$ cat src/rtl/nibble_word_rx.sv
// Nibble-to-word receiver: packs WIDTH/4 handshaked nibbles into one word and
// presents it on a registered valid/ready stage; flushes stale partial words.
module nibble_word_rx #(
    parameter int unsigned WIDTH     = 8,
    parameter bit          MSB_FIRST = 1'b1,
    parameter int unsigned TIMEOUT   = 15
) (
    input  logic             clk,
    input  logic             rst,
    input  logic             in_valid,
    input  logic [3:0]       in_nibble,
    output logic             in_ready,
    output logic             out_valid,
    output logic [WIDTH-1:0] out_data,
    input  logic             out_ready,
    output logic             err_flush,
    output logic             busy
);

    localparam int unsigned NUM   = WIDTH / 4;
    localparam int unsigned CNT_W = $clog2(NUM);
    localparam int unsigned SH_W  = $clog2(WIDTH);
    localparam int unsigned GAP_W = (TIMEOUT > 0) ? $clog2(TIMEOUT + 1) : 1;

    localparam logic [CNT_W-1:0] LAST      = CNT_W'(NUM - 1);
    localparam logic [GAP_W-1:0] GAP_LIMIT = GAP_W'(TIMEOUT - 1);

    typedef enum logic {
        IDLE = 1'b0,
        FILL = 1'b1
    } state_t;

    state_t             state;
    state_t             state_next;
    logic [CNT_W-1:0]   cnt;
    logic [CNT_W-1:0]   cnt_next;
    logic [GAP_W-1:0]   gap;
    logic [GAP_W-1:0]   gap_next;
    logic [WIDTH-1:0]   acc;
    logic [WIDTH-1:0]   acc_next;
    logic               out_valid_next;
    logic [WIDTH-1:0]   out_data_next;
    logic               err_flush_next;

    logic               accept;
    logic               xfer;
    logic               timeout_hit;
    logic [SH_W-1:0]    sh;
    logic [WIDTH-1:0]   merged;

    // Only the word-completing nibble has to wait for the output register.
    assign in_ready = !((cnt == LAST) && out_valid && !out_ready);
    assign accept   = in_valid && in_ready;
    assign xfer     = out_valid && out_ready;
    assign busy     = (state == FILL);

    assign timeout_hit = (TIMEOUT > 0) && (state == FILL) && !accept && (gap == GAP_LIMIT);

    // Bit offset of the slot addressed by cnt.
    always_comb begin
        sh = '0;
        for (int unsigned k = 0; k < NUM; k++) begin
            if (cnt == CNT_W'(k)) begin
                sh = MSB_FIRST ? SH_W'(WIDTH - 4 - 4 * k) : SH_W'(4 * k);
            end
        end
    end

    // Accumulator with the incoming nibble dropped into its slot.
    assign merged = (acc & ~(WIDTH'(4'hF) << sh)) | (WIDTH'(in_nibble) << sh);

    // Next-state and datapath decisions.
    always_comb begin
        state_next     = state;
        cnt_next       = cnt;
        gap_next       = gap;
        acc_next       = acc;
        out_valid_next = out_valid;
        out_data_next  = out_data;
        err_flush_next = 1'b0;

        if (xfer) begin
            out_valid_next = 1'b0;
        end

        case (state)
            IDLE: begin
                if (accept) begin
                    state_next = FILL;
                    cnt_next   = cnt + CNT_W'(1);
                    gap_next   = '0;
                    acc_next   = merged;
                end
            end
            FILL: begin
                if (accept) begin
                    gap_next = '0;
                    if (cnt == LAST) begin
                        // A completing word may replace one leaving in the same cycle.
                        state_next     = IDLE;
                        cnt_next       = '0;
                        acc_next       = '0;
                        out_valid_next = 1'b1;
                        out_data_next  = merged;
                    end else begin
                        cnt_next = cnt + CNT_W'(1);
                        acc_next = merged;
                    end
                end else if (timeout_hit) begin
                    state_next     = IDLE;
                    cnt_next       = '0;
                    gap_next       = '0;
                    acc_next       = '0;
                    err_flush_next = 1'b1;
                end else if (TIMEOUT > 0) begin
                    gap_next = gap + GAP_W'(1);
                end
            end
            default: begin
                state_next = IDLE;
            end
        endcase
    end

    // State and output registers.
    always_ff @(posedge clk or negedge rst) begin
        if (!rst) begin
            state     <= IDLE;
            cnt       <= '0;
            gap       <= '0;
            acc       <= '0;
            out_valid <= 1'b0;
            out_data  <= '0;
            err_flush <= 1'b0;
        end else begin
            state     <= state_next;
            cnt       <= cnt_next;
            gap       <= gap_next;
            acc       <= acc_next;
            out_valid <= out_valid_next;
            out_data  <= out_data_next;
            err_flush <= err_flush_next;
        end
    end

endmodule

$ cat config.mk
export PLATFORM = sky130hd
export DESIGN_NAME = nibble_word_rx
export DESIGN_NICKNAME = d
export VERILOG_FILES = /design/src/rtl/nibble_word_rx.sv
export SDC_FILE = /design/constraint.sdc
export NUM_CORES = 1
export LEC_CHECK = 0
export CORE_UTILIZATION = 47
export CTS_CLUSTER_DIAMETER = 50
export DETAILED_ROUTE_END_ITERATION = 6
export GPL_TIMING_DRIVEN = 0
export PLACE_DENSITY = 0.78
export SLEW_MARGIN = 20
export SYNTH_ARGS = -nofsm -noshare
export SYNTH_HDL_FRONTEND = slang
export SYNTH_SLANG_ARGS = --single-unit
$ cat constraint.sdc
create_clock -name clk -period 2.1 [get_ports clk]
set_input_delay 0.315 -clock clk [delete_from_list [all_inputs] [get_ports clk]]
set_output_delay 0.315 -clock clk [all_outputs]
set_load 0.1 [all_outputs]
==> results.tsv, run 1 <==
stage	metric	value	unit
run_status	outcome	completed	
cells_and_area	most frequent cells in the layout	19 x dfrtp_1, 10 x dlygate4sd2_1, 8 x mux2_2, 7 x nand2_1, 7 x clkdlybuf4s50_1	
logic_synthesis	Synth Register Bits	20	
setup_path	Cell Chain, Critical Path	dlygate4sd2_1	
logic_synthesis	sequential area share after synthesis	55.33	%
setup_path	r2r setup slk	0.51	ns
timing	max-slew violation count	0	
floorplan	area of the core	1764	sq um
floorplan	Die Height	45.87	microns
logic_synthesis	adder-cell share of the synthesized area	2.766	%
drt	top sig layer	met4	
global_route	first-pass GRT wire length	2725	microns
drt	total number of vias	638	
floorplan	die area	2104	sq um
setup_path	CP peak stage delay	0.88	ns
clock_network	Clock Sinks	20	
floorplan	Initial Util	51.28	%
floorplan	I/O pins	20	
logic_synthesis	share of Yosys cell area claimed by the top area cell type	55.33	%
global_route	total track usage	18.64	%
placed_design	post-DP HPWL	1172	microns
clock_network	worst-skew pair later-pin latency	0.30	ns
timing	Worst Skew	0.008684	ns
placed_design	placed instance area	1139	sq um
floorplan	row cnt	15	
logic_synthesis	Post-synth EDFFs	0	
drt	WL met3	81	microns
placed_design	# port buffers	19	
setup_path	WP data required	1.78	ns
clock_network	Clock Pin Slew Worst Setup and Hold Paths	0.11	ns
logic_synthesis	synth warn	0	
global_route	Congestion Overflow GR	0	
placed_design	GPL Wtd Cong	0.7438	
flow_run	max-cap viol count	0	
drt	vias per cell	5.230	
drt	drt wl/cell	13.52	microns
clock_network	post-CTS setup buffers	0	
logic_synthesis	Post-Synth Simple-Gate Area	15.49	%
global_route	pin count of the biggest net entering global routing	21	
clock_network	clock buffer depth	2	
global_route	vias in the first global route	631	
timing	Achievable Freq	516.4	MHz
timing	max_slew headroom	35.90	%
drt	overall routed net length	1650	microns
drt	first-pass iteration count of the detailed router	4	
logic_synthesis	synth top area cells	dfrtp_1 55%, mux2_2 10%, a22o_1 3.9%	
clock_network	Inserted Clock Buffers	3	
drt	Detail Route Antenna Nets	0	
logic_synthesis	Yosys cell types	26	
timing	Final setup viols	0	
drt	Initial DRC Count	10	
logic_synthesis	Post-Syn Area	904.6	sq um
logic_synthesis	Synth Area in XOR/XNOR	0	%
logic_synthesis	Mapped Cells	74	
drt	Metal-1 WL	762	microns
logic_synthesis	Top FF cell, synth	dfrtp_1	
logic_synthesis	fraction of registers with async set/reset	100.0	%
setup_path	critical path class	reg -> out	
timing	Tcrit/Tclk final	92.21	%
floorplan	Die X	45.87	microns
setup_path	CP Buf/Inv Count	1	
timing	final hold vios	0	
setup_path	worst-path fanout max	6	
cells_and_area	Area Growth Syn to Fin	30.01	%
timing	unrepaired setup endpoints after global routing	false	
drt	drt drc	0	
placed_design	number of cells after detailed placement	118	
setup_path	CP endpoint kind	output pin	
timing	Tightest Pin Transition	0.9599	ns
logic_synthesis	largest family of logic cells by synthesized area	simple AND/OR/NAND/NOR gates	
clock_network	root buffer cell	clkbuf_4	
global_route	initial antenna violation count	0	
setup_path	slowest CP cell	dlygate4sd2_1	
setup_path	startpoint class of the critical path	register	
worst_hold_path	HP Class	in -> async	
timing	shortest clock period the worst path allows after layout	1.936	ns
cells_and_area	Layout Cells excl Fill	122	
logic_synthesis	syn_area_per_cell	12.22	sq um
cells_and_area	fin nets	108	
cells_and_area	layout cells sized above 1	25.77	%
logic_synthesis	Synth area leader	dfrtp_1	
clock_network	CTS tree	yes	
logic_synthesis	post-synthesis compound-gate area fraction	11.07	%
timing	setup_tns	0	ns
clock_network	htree depth	1	
cells_and_area	# diodes	0	
logic_synthesis	mux contribution to synthesized area	11.07	%
setup_path	Arr. time, crit path	1.62	ns
setup_path	cell family with most CP delay	buffers and inverters	
cells_and_area	leading cell type in the layout, fill and taps excluded	dfrtp_1	
drt	met2 wire length	781	microns
logic_synthesis	Synthesized Nets	84	
cells_and_area	final instance area	1176	sq um
-- area by class of cell --
class / count / area, sq um
clock buffers: 3 / 22.52
plain buffers: 5 / 37.54
flip-flops and latches: 20 / 504.2
fillers: 149 / 588.1
well taps: 25 / 31.28
inverters: 2 / 7.507
multi-input cells: 47 / 367.9
clock inverters: 1 / 30.03
repair buffers: 19 / 175.2
-- synth_stat cells (2+ instances only) --
master,n
nand2_1,7
mux2_2,8
nand3b_1,2
nor2_1,2
inv_1,2
nand3_1,2
a21oi_1,5
ha_1,2
o21ai_0,2
dfrtp_1,20
buf_2,4
a22o_1,4
-- timing repair --
item / 4_1_cts / 5_1_grt
hold buffers: 0 / 0
setup endpoints to repair: 11 / 2
resized for setup: 12 / 2
endpoints found under the hold margin: 0 / 0
-- through the flow --
stage               hold WS, ns  worst slack [ns]  utilization (%)
CTS                      0.5177           0.01320            66.81
global placement         0.4803           -0.2603            64.54
finish                   0.5056            0.1636            66.67
global route             0.5332           0.08828            66.67
detailed placement       0.4821           -0.2662            64.54
floorplan               0.01941          -0.07818                -
-- registers in the layout (all words and copies together), names as in the netlist --
name,count
out_data,8
acc,4
gap,4
busy,1
cnt,1
err_flush,1
out_valid,1
-- final timing paths --
path / from / endpoint / depth (start not counted)
max reg2reg: gap[0]$_DFFE_PN0P_ / acc[7]$_DFFE_PN0P_ / 5
min in group clk: acc[5]$_DFFE_PN0P_ / acc[5]$_DFFE_PN0P_ / 1
min: rst / out_data[4]$_DFFE_PN0P_ / 1
max: busy$_DFF_PN0_ / busy / 1
max in group asynchronous: rst / out_valid$_DFF_PN0_ / 1
min reg2reg: acc[5]$_DFFE_PN0P_ / acc[5]$_DFFE_PN0P_ / 1
-- cell families (layout without fill, tap and decap cells) --
family	Yosys count	in the layout
flip-flops	20	20
buffers and inverters	7	30
AND/OR/NAND/NOR	22	22
adder cells (fa/ha/maj)	2	2
AO/OA/AOI/OAI	14	14
multiplexers	9	9
-- metal layers --
layer | vias up | track usage (%)
met5 | - | 0
met4 | 0 | 10.59
met3 | 4 | 2.381
met2 | 19 | 30.70
met1 | 307 | 23.29
li1 | 308 | -
Power of run 1 is not shown: default switching activity piles up to over one toggle a cycle in this logic, so the estimate is an artifact.
==> run 2: changes to the inputs <==
--- a/config.mk
+++ b/config.mk
@@ -5,11 +5,11 @@
 export SDC_FILE = /design/constraint.sdc
 export NUM_CORES = 1
 export LEC_CHECK = 0
-export CORE_UTILIZATION = 47
+export CORE_UTILIZATION = 41
 export CTS_CLUSTER_DIAMETER = 50
 export DETAILED_ROUTE_END_ITERATION = 6
 export GPL_TIMING_DRIVEN = 0
-export PLACE_DENSITY = 0.78
+export PLACE_DENSITY = 0.7
 export SLEW_MARGIN = 20
 export SYNTH_ARGS = -nofsm -noshare
 export SYNTH_HDL_FRONTEND = slang
==> run 2 against run 1 <==
Net effect: design area fell by 0.32%; hold slack got worse by 0.0027 ns; setup slack got worse by 0.13 ns; register-to-register slack got worse by 0.05 ns; die area rose by 14%; clock skew rose by 0.0081 ns; wire length fell by 0.42%; core utilization fell by 8.7 points; via count fell by 0.94%; highest routed layer is now met3.
==> results.tsv, run 2 (synthesized netlist as in run 1, its figures left out) <==
stage	metric	value	unit	change
drt	Detail Route Antenna Nets	0		unchanged
timing	Tcrit/Tclk final	98.42	%	was 92.21%
timing	final hold vios	0		unchanged
setup_path	worst-path fanout max	1		was 6
global_route	first-pass GRT wire length	2794	microns	was 2725 microns
cells_and_area	fin nets	108		unchanged
global_route	Congestion Overflow GR	0		unchanged
floorplan	Die X	48.97	microns	was 45.87 microns
drt	drt drc	0		unchanged
timing	unrepaired setup endpoints after global routing	false		unchanged
clock_network	CTS tree	yes		unchanged
cells_and_area	Core Util, Final	57.98	%	was 66.67%
clock_network	root buffer cell	clkbuf_4		unchanged
cells_and_area	leading cell type in the layout, fill and taps excluded	dfrtp_1		unchanged
setup_path	CP Buf/Inv Count	1		unchanged
timing	max-slew violation count	0		unchanged
timing	Tightest Pin Transition	0.9823	ns	was 0.9599 ns
drt	total number of vias	632		was 638
run_status	outcome	completed		unchanged
clock_network	htree depth	1		unchanged
timing	shortest clock period the worst path allows after layout	2.067	ns	was 1.936 ns
global_route	initial antenna violation count	0		unchanged
setup_path	Arr. time, crit path	1.75	ns	was 1.62 ns
cells_and_area	Largest register FFs	8		unchanged
setup_path	CP peak stage delay	1.12	ns	was 0.88 ns
floorplan	Initial Util	44.74	%	was 51.28%
setup_path	Critical Path Start	err_flush$_DFF_PN0_		was busy$_DFF_PN0_
cells_and_area	Biggest register	out_data		unchanged
floorplan	I/O pins	20		unchanged
cells_and_area	fillers	177		was 149
drt	Initial DRC Count	7		was 10
floorplan	area of the core	2022	sq um	was 1764 sq um
setup_path	Cell Chain, Critical Path	clkdlybuf4s50_1		was dlygate4sd2_1
cells_and_area	layout cells sized above 1	24.74	%	was 25.77%
global_route	vias in the first global route	619		was 631
timing	Achievable Freq	483.8	MHz	was 516.4 MHz
placed_design	# port buffers	19		unchanged
floorplan	Die Height	48.97	microns	was 45.87 microns
floorplan	die area	2398	sq um	was 2104 sq um
setup_path	critical path class	reg -> out		unchanged
setup_path	r2r setup slk	0.46	ns	was 0.51 ns
setup_path	worst reg2reg startpoint	gap[0]$_DFFE_PN0P_		unchanged
floorplan	row cnt	16		was 15
clock_network	Clock Sinks	20		unchanged
placed_design	post-DP HPWL	1193	microns	was 1172 microns
setup_path	CP endpoint kind	output pin		unchanged
timing	Worst Skew	0.01682	ns	was 0.008684 ns
cells_and_area	# diodes	0		unchanged
timing	max_slew headroom	34.40	%	was 35.90%
global_route	total track usage	15.03	%	was 18.64%
clock_network	worst-skew pair later-pin latency	0.29	ns	was 0.30 ns
clock_network	clock buffer depth	2		unchanged
cells_and_area	most frequent cells in the layout	19 x dfrtp_1, 8 x mux2_2, 8 x clkdlybuf4s50_1, 7 x nand2_1, 6 x dlymetal6s2s_1		was 19 x dfrtp_1, 10 x dlygate4sd2_1, 8 x mux2_2, 7 x nand2_1, 7 x clkdlybuf4s50_1
flow_run	max-cap viol count	0		unchanged
drt	drt wl/cell	13.25	microns	was 13.52 microns
cells_and_area	largest registers	out_data x8, acc x4, gap x4		unchanged
setup_path	startpoint class of the critical path	register		unchanged
clock_network	Clock Pin Slew Worst Setup and Hold Paths	0.12	ns	was 0.11 ns
drt	first-pass iteration count of the detailed router	4		unchanged
placed_design	GPL Wtd Cong	0.7430		was 0.7438
worst_hold_path	HP Class	in -> async		unchanged
cells_and_area	Area Growth Syn to Fin	29.60	%	was 30.01%
setup_path	slowest CP cell	clkdlybuf4s50_1		was dlygate4sd2_1
setup_path	cell family with most CP delay	buffers and inverters		unchanged
drt	vias per cell	5.097		was 5.230
global_route	pin count of the biggest net entering global routing	21		unchanged
clock_network	Inserted Clock Buffers	3		unchanged
drt	overall routed net length	1643	microns	was 1650 microns
setup_path	WP data required	1.78	ns	about the same
timing	Final setup viols	0		unchanged
[run 2: layer usage]
layer | vias to the layer above | share of wire, % | track usage, %
met4 | 0 | 0 | 1.471
met3 | 0 | 2.8 | 3.427
met1 | 310 | 49 | 19.14
met2 | 11 | 48 | 26.85
li1 | 311 | - | -
met5 | - | 0 | 0
[run 2: area by class of cell]
| cell class | count | area [sq um] | share of cell area [%] |
|---|---|---|---|
| Buffer | 5 | 37.54 | 3.202 |
| Clock buffer | 4 | 26.28 | 2.241 |
| Inverter | 2 | 7.507 | 0.6403 |
| Multi-Input combinational cell | 47 | 367.9 | 31.38 |
| Sequential cell | 20 | 504.2 | 43.01 |
| Tap cell | 27 | 33.78 | 2.882 |
| Timing Repair Buffer | 19 | 195.2 | 16.65 |
[run 2: path summary, 6_finish.rpt]
check                           cells after the start                 endpoint
worst max-delay path                                1                err_flush
worst min-delay path                                1       gap[0]$_DFFE_PN0P_
worst max register to register                      5       acc[4]$_DFFE_PN0P_
worst min register to register                      1  out_data[4]$_DFFE_PN0P_
max in group asynchronous                           1      out_valid$_DFF_PN0_
min in group clk                                    1  out_data[4]$_DFFE_PN0P_
[run 2: stage by stage]
stage	setup WS (ns)	instances	TNS, ns	cell area, sq um	hold WS (ns)
2_1_floorplan	-0.07818	74	-0.3883	917.1	0.01941
4_1_cts	0.003133	124	0	1161	0.5132
5_1_grt	0.0002746	124	0	1172	0.5157
3_3_place_gp	-0.2585	120	-0.2585	1141	0.4806
3_5_place_dp	-0.2668	120	-0.2668	1141	0.4845
6_report	0.03309	124	0	1172	0.5029
[run 2: timing repair]
| item | in CTS | in global routing |
|---|---|---|
| gates resized for setup | 5 | 8 |
| hold buffers | 0 | 0 |
| setup buffers | 0 | 0 |
| setup endpoints to repair | 5 | 7 |
Power of run 2 is left out for the same reason.
==> run 3: changes to the inputs <==
--- a/config.mk
+++ b/config.mk
@@ -5,11 +5,12 @@
 export SDC_FILE = /design/constraint.sdc
 export NUM_CORES = 1
 export LEC_CHECK = 0
-export CORE_UTILIZATION = 41
+export CORE_MARGIN = 2
+export CORE_UTILIZATION = 35
 export CTS_CLUSTER_DIAMETER = 50
 export DETAILED_ROUTE_END_ITERATION = 6
 export GPL_TIMING_DRIVEN = 0
-export PLACE_DENSITY = 0.7
+export PLACE_DENSITY = 0.62
 export SLEW_MARGIN = 20
 export SYNTH_ARGS = -nofsm -noshare
 export SYNTH_HDL_FRONTEND = slang
==> constraint.sdc (replaced) <==
create_clock -name clk -period 1.96 [get_ports clk]
set_input_delay 0.294 -clock clk [delete_from_list [all_inputs] [get_ports clk]]
set_output_delay 0.294 -clock clk [all_outputs]
set_load 0.1 [all_outputs]
==> run 3 against run 2 <==
Net effect: non-clock buffer count unchanged; core utilization decreased by 10 points; clock-buffer cell count unchanged; die area grew 25%; setup slack better by 0.028 ns; flip-flop and latch count is the same; register-to-register slack lost 0.12 ns; wire length is 3.6% lower; design area fell by 0.21%; critical path type unchanged; critical endpoint is now out_valid; highest routed layer is now met4.
==> results.tsv, run 3 (synthesized netlist as in run 1, its figures left out) <==
stage	metric	value	unit	change
timing	Tightest Pin Transition	0.9614	ns	was 0.9823 ns
setup_path	reg2reg path depth	5		unchanged
clock_network	worst-skew pair later-pin latency	0.30	ns	was 0.29 ns
timing	Achievable Freq	526.5	MHz	
drt	Detail Route Antenna Nets	0		unchanged
cells_and_area	leading cell type in the layout, fill and taps excluded	dfrtp_1		unchanged
global_route	Congestion Overflow GR	0		unchanged
timing	max_slew headroom	36.16	%	was 34.40%
timing	setup_tns	0	ns	unchanged
cells_and_area	# diodes	0		unchanged
clock_network	clock buffer depth	2		unchanged
clock_network	Clock Pin Slew Worst Setup and Hold Paths	0.12	ns	about the same
clock_network	CTS tree	yes		unchanged
timing	unrepaired setup endpoints after global routing	false		unchanged
setup_path	critical path class	reg -> out		unchanged
setup_path	r2r setup slk	0.34	ns	was 0.46 ns
cells_and_area	Largest register FFs	8		unchanged
clock_network	Hold Buf Count CTS	0		unchanged
setup_path	WP depth	1		unchanged
setup_path	CP endpoint kind	output pin		unchanged
setup_path	WP data required	1.67	ns	was 1.78 ns
cells_and_area	fin nets	108		unchanged
cells_and_area	largest registers	out_data x8, acc x4, gap x4		unchanged
floorplan	Initial Util	36.85	%	was 44.74%
global_route	first-pass GRT wire length	2580	microns	was 2794 microns
setup_path	RR Endpoint	acc[7]$_DFFE_PN0P_		was acc[4]$_DFFE_PN0P_
drt	drt drc	0		unchanged
worst_hold_path	HP Class	in -> async		unchanged
cells_and_area	Area Growth Syn to Fin	29.32	%	was 29.60%
floorplan	I/O pins	20		unchanged
global_route	total track usage	12.03	%	was 15.03%
clock_network	htree depth	1		unchanged
placed_design	# port buffers	19		unchanged
setup_path	worst-path fanout max	3		was 1
drt	overall routed net length	1584	microns	was 1643 microns
clock_network	Clock Sinks	20		unchanged
placed_design	GPL Wtd Cong	0.6970		was 0.7430
timing	max-slew violation count	0		unchanged
clock_network	Inserted Clock Buffers	3		unchanged
setup_path	CP Buf/Inv Count	1		unchanged
drt	drt wl/cell	12.47	microns	was 13.25 microns
floorplan	Die X	54.84	microns	was 48.97 microns
cells_and_area	fillers	238		was 177
timing	final hold vios	0		unchanged
drt	vias per cell	4.984		was 5.097
timing	shortest clock period the worst path allows after layout	1.899	ns	
global_route	vias in the first global route	592		was 619
clock_network	root buffer cell	clkbuf_4		unchanged
setup_path	Arr. time, crit path	1.61	ns	was 1.75 ns
timing	Worst Skew	0.008373	ns	was 0.01682 ns
global_route	pin count of the biggest net entering global routing	21		unchanged
placed_design	post-DP HPWL	1187	microns	was 1193 microns
setup_path	Cell Chain, Critical Path	dlygate4sd2_1		was clkdlybuf4s50_1
floorplan	die area	3007	sq um	was 2398 sq um
cells_and_area	Biggest register	out_data		unchanged
drt	Initial DRC Count	5		was 7
setup_path	cell family with most CP delay	buffers and inverters		unchanged
flow_run	max-cap viol count	0		unchanged
floorplan	row cnt	18		was 16
drt	first-pass iteration count of the detailed router	4		unchanged
setup_path	slowest CP cell	dlygate4sd2_1		was clkdlybuf4s50_1
cells_and_area	layout cells sized above 1	25.77	%	was 24.74%
setup_path	startpoint class of the critical path	register		unchanged
setup_path	CP peak stage delay	0.86	ns	was 1.12 ns
floorplan	Die Height	54.84	microns	was 48.97 microns
timing	Final setup viols	0		unchanged
drt	total number of vias	633		was 632
global_route	initial antenna violation count	0		unchanged
run_status	outcome	completed		unchanged
cells_and_area	most frequent cells in the layout	19 x dfrtp_1, 10 x dlygate4sd2_1, 8 x mux2_2, 7 x nand2_1, 7 x clkdlybuf4s50_1		was 19 x dfrtp_1, 8 x mux2_2, 8 x clkdlybuf4s50_1, 7 x nand2_1, 6 x dlymetal6s2s_1
floorplan	area of the core	2455	sq um	was 2022 sq um
timing	Tcrit/Tclk final	96.90	%	
setup_path	worst reg2reg startpoint	gap[0]$_DFFE_PN0P_		unchanged
timing	worst hold slack	0.4821	ns	was 0.5029 ns
run 3: final cells by class:
cell class	count	area [sq um]	area share, %
tap	30	37.54	3.209
timing repair buffer	19	178.9	15.29
buffer	5	37.54	3.209
clock buffer	4	36.28	3.102
sequential	20	504.2	43.10
inverter	2	7.507	0.6417
multi-input combinational	47	367.9	31.44
run 3: per-layer routing:
layer / track usage [%] / wire, microns / part of all wire, %
met5: 0 / 0 / 0
met4: 3.750 / 14 / 0.88
met3: 2.459 / 85 / 5.4
met2: 19.64 / 734 / 46
met1: 15.84 / 750 / 47
run 3: metrics by stage:
stage,instance area (sq um),instances,setup WS [ns],utilization (%)
floorplan,917.1,74,-0.2182,-
global placement,1145,123,-0.3602,46.64
detailed placement,1145,123,-0.3631,46.64
CTS,1169,127,0.03214,47.60
global route,1170,127,0.005652,47.66
finish,1170,127,0.06082,47.66
run 3: worst max-delay path by stage:
stage,startpoint,to,slack (ns)
global route,busy$_DFF_PN0_,busy,0.006
global placement,out_ready,in_ready,-0.36
floorplan,out_valid$_DFF_PN0_,cnt$_DFFE_PN0P_,-0.22
CTS,busy$_DFF_PN0_,busy,0.03
detailed placement,out_ready,in_ready,-0.36
finish,out_valid$_DFF_PN0_,out_valid,0.06
run 3: timing repair:
action	4_1_cts	5_1_grt
cloned	0	0
setup buffers	0	0
resized for setup	14	1
setup endpoints to repair	12	1
run 3: worst reg2reg max path: stages (launching register included):
cell and delay (ns):
dfrtp_1 0.42, inv_1 0.08, ha_1 0.25, and4_1 0.22
a311oi_2 0.39, a22o_1 0.20
Power of run 3 is left out for the same reason.
